**config.mk**
```make
export PLATFORM = sky130hd
export DESIGN_NAME = board_row_streamer_flat
export DESIGN_NICKNAME = d
export VERILOG_FILES = /design/src/rtl/board_row_streamer_if.sv /design/src/rtl/board_row_streamer.sv /design/src/flat_wrapper.sv
export SDC_FILE = /design/constraint.sdc
export NUM_CORES = 2
export LEC_CHECK = 0
export BUFFER_PORTS_ARGS = -buffer_cell sky130_fd_sc_hd__buf_2
export CAP_MARGIN = 20
export CORE_MARGIN = 4
export CORE_UTILIZATION = 55
export CTS_BUF_LIST = sky130_fd_sc_hd__clkbuf_8
export DETAILED_ROUTE_END_ITERATION = 6
export PLACE_DENSITY = 0.71
export SKIP_CTS_REPAIR_TIMING = 1
export SYNTH_ARGS = -nofsm -noshare
export SYNTH_HDL_FRONTEND = slang
export SYNTH_SLANG_ARGS = --single-unit
```
**constraint.sdc**
```tcl
create_clock -name clk -period 40.8 [get_ports clk]
set_clock_uncertainty 0.15 [all_clocks]
set_input_delay 4.08 -clock clk [delete_from_list [all_inputs] [get_ports clk]]
set_output_delay 4.08 -clock clk [all_outputs]
set_load 0.005 [all_outputs]
```
**src/rtl/board_row_streamer_if.sv**
```systemverilog
// Bus between game logic / renderer and the board row streamer.
// index != 5'h1F marks a one-cycle row write to the renderer; no backpressure.
interface board_row_streamer_if #(
    parameter int COLS   = 10,
    parameter int CELL_W = 3
);
    logic                   cell_we;
    logic [4:0]             cell_row;
    logic [3:0]             cell_col;
    logic [CELL_W-1:0]      cell_val;
    logic                   clear;
    logic                   full_refresh;
    logic                   vblank;
    logic [4:0]             index;
    logic [COLS*CELL_W-1:0] row_data;
    logic                   busy;
    logic                   fsm_state;

    modport master (
        output cell_we, cell_row, cell_col, cell_val, clear, full_refresh, vblank,
        input  index, row_data, busy, fsm_state
    );

    modport slave (
        input  cell_we, cell_row, cell_col, cell_val, clear, full_refresh, vblank,
        output index, row_data, busy, fsm_state
    );
endinterface

```
**src/rtl/board_row_streamer.sv**
```systemverilog
// Shadow Tetris board; streams dirty rows to the renderer during vertical blanking,
// lowest row first, one row per clock.
module board_row_streamer #(
    parameter int ROWS   = 20,
    parameter int COLS   = 10,
    parameter int CELL_W = 3
) (
    input logic                 clk,
    input logic                 rst,
    board_row_streamer_if.slave bus
);
    localparam int         RW       = COLS * CELL_W;
    localparam logic [4:0] IDLE_IDX = 5'h1F;

    typedef enum logic {IDLE, STREAM} state_t;

    state_t          state_q, state_d;
    logic [RW-1:0]   board_q [ROWS];
    logic [ROWS-1:0] dirty_q, dirty_d;
    logic [4:0]      index_q;
    logic [RW-1:0]   row_data_q;
    logic [4:0]      low_row;
    logic            write_ok, any_dirty, emit, collide;

    assign write_ok  = bus.cell_we && (bus.cell_row < 5'(ROWS)) && (bus.cell_col < 4'(COLS));
    assign any_dirty = |dirty_q;
    assign emit      = (state_q == STREAM) && bus.vblank && any_dirty;

    always_comb begin
        low_row = 5'd0;
        for (int i = ROWS - 1; i >= 0; i--) begin
            if (dirty_q[i]) low_row = 5'(i);
        end
    end

    // Any same-edge change to the emitted row keeps it dirty so the newer data follows.
    assign collide = bus.clear || bus.full_refresh || (write_ok && (bus.cell_row == low_row));

    always_comb begin
        dirty_d = dirty_q;
        if (emit && !collide) dirty_d[low_row] = 1'b0;
        if (write_ok) dirty_d[bus.cell_row] = 1'b1;
        if (bus.clear || bus.full_refresh) dirty_d = '1;
    end

    always_comb begin
        state_d = state_q;
        case (state_q)
            IDLE:    if (bus.vblank && any_dirty) state_d = STREAM;
            STREAM:  if (!bus.vblank || !any_dirty) state_d = IDLE;
            default: state_d = IDLE;
        endcase
    end

    always_ff @(posedge clk or posedge rst) begin
        if (rst) begin
            state_q    <= IDLE;
            dirty_q    <= '1;
            index_q    <= IDLE_IDX;
            row_data_q <= '0;
        end else begin
            state_q <= state_d;
            dirty_q <= dirty_d;
            index_q <= emit ? low_row : IDLE_IDX;
            if (emit) row_data_q <= board_q[low_row];
        end
    end

    always_ff @(posedge clk or posedge rst) begin
        if (rst) begin
            for (int i = 0; i < ROWS; i++) board_q[i] <= '0;
        end else begin
            for (int i = 0; i < ROWS; i++) begin
                if (bus.clear) begin
                    board_q[i] <= '0;
                end else if (write_ok && (bus.cell_row == 5'(i))) begin
                    for (int c = 0; c < COLS; c++) begin
                        if (bus.cell_col == 4'(c)) board_q[i][c*CELL_W +: CELL_W] <= bus.cell_val;
                    end
                end
            end
        end
    end

    assign bus.index     = index_q;
    assign bus.row_data  = row_data_q;
    assign bus.busy      = any_dirty;
    assign bus.fsm_state = (state_q == STREAM);
endmodule

```
**src/flat_wrapper.sv**
```systemverilog
// flat-port wrapper written by rule: the top's interface ports become plain ports
module board_row_streamer_flat 
#(
    parameter int ROWS   = 20,
    parameter int COLS   = 10,
    parameter int CELL_W = 3
)
  (clk, rst, bus_cell_we, bus_cell_row, bus_cell_col, bus_cell_val, bus_clear, bus_full_refresh, bus_vblank, bus_index, bus_row_data, bus_busy, bus_fsm_state);
  board_row_streamer_if #(.COLS(COLS), .CELL_W(CELL_W)) bus_i ();
  input logic clk;
  input logic rst;
  input wire logic [$bits(bus_i.cell_we)-1:0] bus_cell_we;
  input wire logic [$bits(bus_i.cell_row)-1:0] bus_cell_row;
  input wire logic [$bits(bus_i.cell_col)-1:0] bus_cell_col;
  input wire logic [$bits(bus_i.cell_val)-1:0] bus_cell_val;
  input wire logic [$bits(bus_i.clear)-1:0] bus_clear;
  input wire logic [$bits(bus_i.full_refresh)-1:0] bus_full_refresh;
  input wire logic [$bits(bus_i.vblank)-1:0] bus_vblank;
  output wire logic [$bits(bus_i.index)-1:0] bus_index;
  output wire logic [$bits(bus_i.row_data)-1:0] bus_row_data;
  output wire logic [$bits(bus_i.busy)-1:0] bus_busy;
  output wire logic [$bits(bus_i.fsm_state)-1:0] bus_fsm_state;
  assign bus_i.cell_we = bus_cell_we;
  assign bus_i.cell_row = bus_cell_row;
  assign bus_i.cell_col = bus_cell_col;
  assign bus_i.cell_val = bus_cell_val;
  assign bus_i.clear = bus_clear;
  assign bus_i.full_refresh = bus_full_refresh;
  assign bus_i.vblank = bus_vblank;
  assign bus_index = bus_i.index;
  assign bus_row_data = bus_i.row_data;
  assign bus_busy = bus_i.busy;
  assign bus_fsm_state = bus_i.fsm_state;
  board_row_streamer #(.ROWS(ROWS), .COLS(COLS), .CELL_W(CELL_W)) u_core (.clk(clk), .rst(rst), .bus(bus_i));
endmodule
```
==> results.sh <==
export IMPL_root_buffer="clkbuf_8"
export IMPL_clk_pin_slew_worst_paths_ns=0.07
export IMPL_synth_top_family_by_area="multiplexers"
export IMPL_synth_fa_ha_area_share_pct=0
export IMPL_final_nets=2666
export IMPL_grt_pass1_vias=22800
export IMPL_p_sw_share_pct=27.3
export IMPL_drt_wl_total_um=91300
export IMPL_die_h_um=240
export IMPL_ir_worst_vdd_mv=0.0244
export IMPL_gp_congestion=0.882
export IMPL_cp_required_ns=36.57
export IMPL_dieArea_mm2=0.0574
export IMPL_worst_skew_pair_late_latency_ns=0.74
export IMPL_synth_compound_area_share_pct=15.1
export IMPL_synthMuxAreaShare_pct=17.8
export IMPL_setup_viol=0
export IMPL_dp_hpwl_um=54000
export IMPL_drive_above_1_share_pct=24.7
export IMPL_internal_power_mw=1.09
export IMPL_worstMarginPinSlew_ns=1.29
export IMPL_synth_seq_area_share_pct=55.7
export IMPL_relSlewSlack_pct=13.7
export IMPL_start_kind="flop"
export IMPL_switching_power_mw=0.410
export IMPL_wl_per_cell_um=26.7
export IMPL_route_detailed_drc=0
export IMPL_detail_route_iter0_violations=2658
export IMPL_drv_slew=0
export IMPL_p_per_area_mw_per_mm2=46.1
export IMPL_synth_xor_area_share_pct=0.0297
export IMPL_gr_total_overflow=0
export IMPL_htree_levels=3
export IMPL_crit_arrival_ns=2.97
export IMPL_finalPower_mw=1.50
export IMPL_grt_use_total_pct=31.8
export IMPL_finish_utilization_pct=61.6
export IMPL_die_w_um=240
export IMPL_worstSetupPathType="flop to output pin"
export IMPL_synth_cell_types=58
export IMPL_layout_cells_non_filler=3415
export IMPL_status="finished, final reports clean"
export IMPL_antenna_found_initial=5
export IMPL_power_frac_clock_pct=36.7
export IMPL_yosys_register_bits=656
export IMPL_syn_inst=2609
export IMPL_grt_setup_unrepaired="no"
export IMPL_fmax_mhz=139
export IMPL_synthFlopType="dfrtp_1"
export IMPL_dpl_cell_count=3226
export IMPL_numCtsBuffers=104
export IMPL_finalHoldViolCount=0
export IMPL_cts_sinks=656
export IMPL_syn_num_nets=2627
export IMPL_grt_max_degree=190
export IMPL_syn_area_per_cell_um2=11.3
export IMPL_final_setup_tns_ns=0
export IMPL_maxCapViolCount=0
export IMPL_holdCritPathClass="flop to flop"
export IMPL_netlist_area_mm2=0.0295
export IMPL_cts_tree="built"
export IMPL_min_period_over_period_pct=17.7
export IMPL_io_buffers=54
export IMPL_power_frac_comb_pct=11.8
export IMPL_avgViaCountPerCell=6.53
export IMPL_yosys_warnings=0
export IMPL_synthSimpleGateAreaFrac_pct=8.62
export IMPL_worstSetupEndpointType="output pin"
export IMPL_grt_pass1_wl_um=138000
export IMPL_async_flop_share_pct=100
export IMPL_rows=84
export IMPL_io_pins=55
export IMPL_critical_path_peak_fanout=6
export IMPL_drtAntennaViolNets=0
export IMPL_vias=22300
export IMPL_drtPass1Iterations=6
export IMPL_synth_edf_count=0
export IMPL_syn_to_final_growth_pct=10.4
export IMPL_pwr_share_seq_pct=51.6
export IMPL_power_leakage_nw=14.7
export IMPL_fin_crit_ns=7.20
export IMPL_initial_utilization_pct=55.8
export IMPL_clockBufferDepth=3
export IMPL_core_area_mm2=0.0529
[state kept, by name, summed over array words and instances, names as in the netlist]
| signal | count |
|---|---|
| u_core.board_q | 600 |
| u_core.bus.row_data | 30 |
| u_core.dirty_q | 20 |
| u_core.bus.index | 5 |
| u_core.bus.fsm_state | 1 |
[path summary, 6_finish.rpt]
path	end	cells past startpoint	slack (ns)	from
worst max-delay path	bus_busy	4	33.60	u_core.dirty_q[15]
worst min-delay path	u_core.board_q[172]	2	0.32	u_core.board_q[172]
worst max register to register	u_core.bus.row_data[15]	10	36.08	u_core.dirty_q[15]
worst min register to register	u_core.board_q[172]	2	0.32	u_core.board_q[172]
max in group asynchronous	u_core.board_q[435]	5	34.15	rst
min in group asynchronous	u_core.board_q[51]	2	3.42	rst
[metrics by stage]
step / setup WS (ns) / cell area, um^2 / hold slack [ns]
2_1_floorplan: 18.23 / 29500 / 0.294
3_3_place_gp: 33.43 / 30400 / 0.306
3_5_place_dp: 33.30 / 30500 / 0.317
4_1_cts: 33.61 / 32500 / 0.330
5_1_grt: 33.49 / 32600 / 0.341
6_report: 33.60 / 32600 / 0.325
[worst max-delay path, stage by stage, from the launching register on]
cell and delay (ns):
dfstp_2 0.40, nor4_1 0.68, and2_1 0.38, nand3_1 0.46, buf_2 0.33
[synth_stat cells, types with 11 or more instances]
cell type	count	share of area, %
dfrtp_1	631	53
nand2_1	432	5.5
mux2_2	360	14
o21ai_0	329	5.6
nor2_1	135	1.7
clkbuf_1	127	1.6
mux2i_1	120	4.1
a22o_1	58	1.7
a222oi_1	32	1.1
a221o_1	30	1.0
a221oi_1	30	0.89
buf_2	29	0.49
o221ai_1	29	0.86
o22a_1	29	0.86
o32a_1	29	0.98
o21ai_1	27	0.46
dfstp_2	25	2.2
a21oi_1	20	0.34
buf_6	11	0.42
nor2b_1	11	0.23
o31ai_1	11	0.28
[power by group through the flow]
stage	combinational, mW	clock, mW	sequential, mW
floorplan	0.123	0	0.769
global placement	0.167	0	0.778
detailed placement	0.175	0	0.783
CTS	0.176	0.556	0.772
global route	0.195	0.586	0.781
finish	0.177	0.551	0.774
[routing by layer]
layer  GRT usage [%]  vias up  part of all wire [%]
met1            43.3    11300                    41
met5               0        -                 0.035
met3            8.76      251                    10
met2            49.3     1149                    45
met4            11.5        6                   3.8
li1                -     9579                     -
[cell families (layout without fill, tap and decap cells)]
logic type	after synthesis	count (layout)
flops	656	656
compound gates	662	662
mux	480	480
buf+inv	180	296
simple gates	630	630
other cells	0	2
xor+xnor	1	1
[layout by cell type (no fill, tap or decap), types with 4 or more instances in the layout]
master,n
buf_2,54
o21ai_0,328
buf_4,43
nand2b_1,7
o31ai_1,9
o32a_1,29
buf_16,4
clkbuf_8,132
nor2_1,132
a221oi_1,30
or3_1,4
nand2_1,429
nor2b_1,8
a222oi_1,32
a31oi_1,7
inv_1,49
o21ai_2,9
o32ai_1,4
o21ai_1,18
a21oi_1,17
dfstp_2,25
clkinv_2,5
o211ai_1,8
nand3_1,8
o22a_1,29
a221o_1,30
mux2_2,360
o221ai_1,29
nor3_1,10
mux2i_1,120
a22o_1,58
dfrtp_1,631
nand2_2,4
[area by class of cell]
cell class	instances	area, um^2
Antenna cell	2	5.00
Clock buffer	132	1820
Clock inverter	51	224
Fill cell	4185	20300
Inverter	9	41.3
Multi-Input combinational cell	1773	12500
Sequential cell	656	16400
Tap cell	688	861
Timing Repair Buffer	104	746
Power figures use the tool's default switching activity.
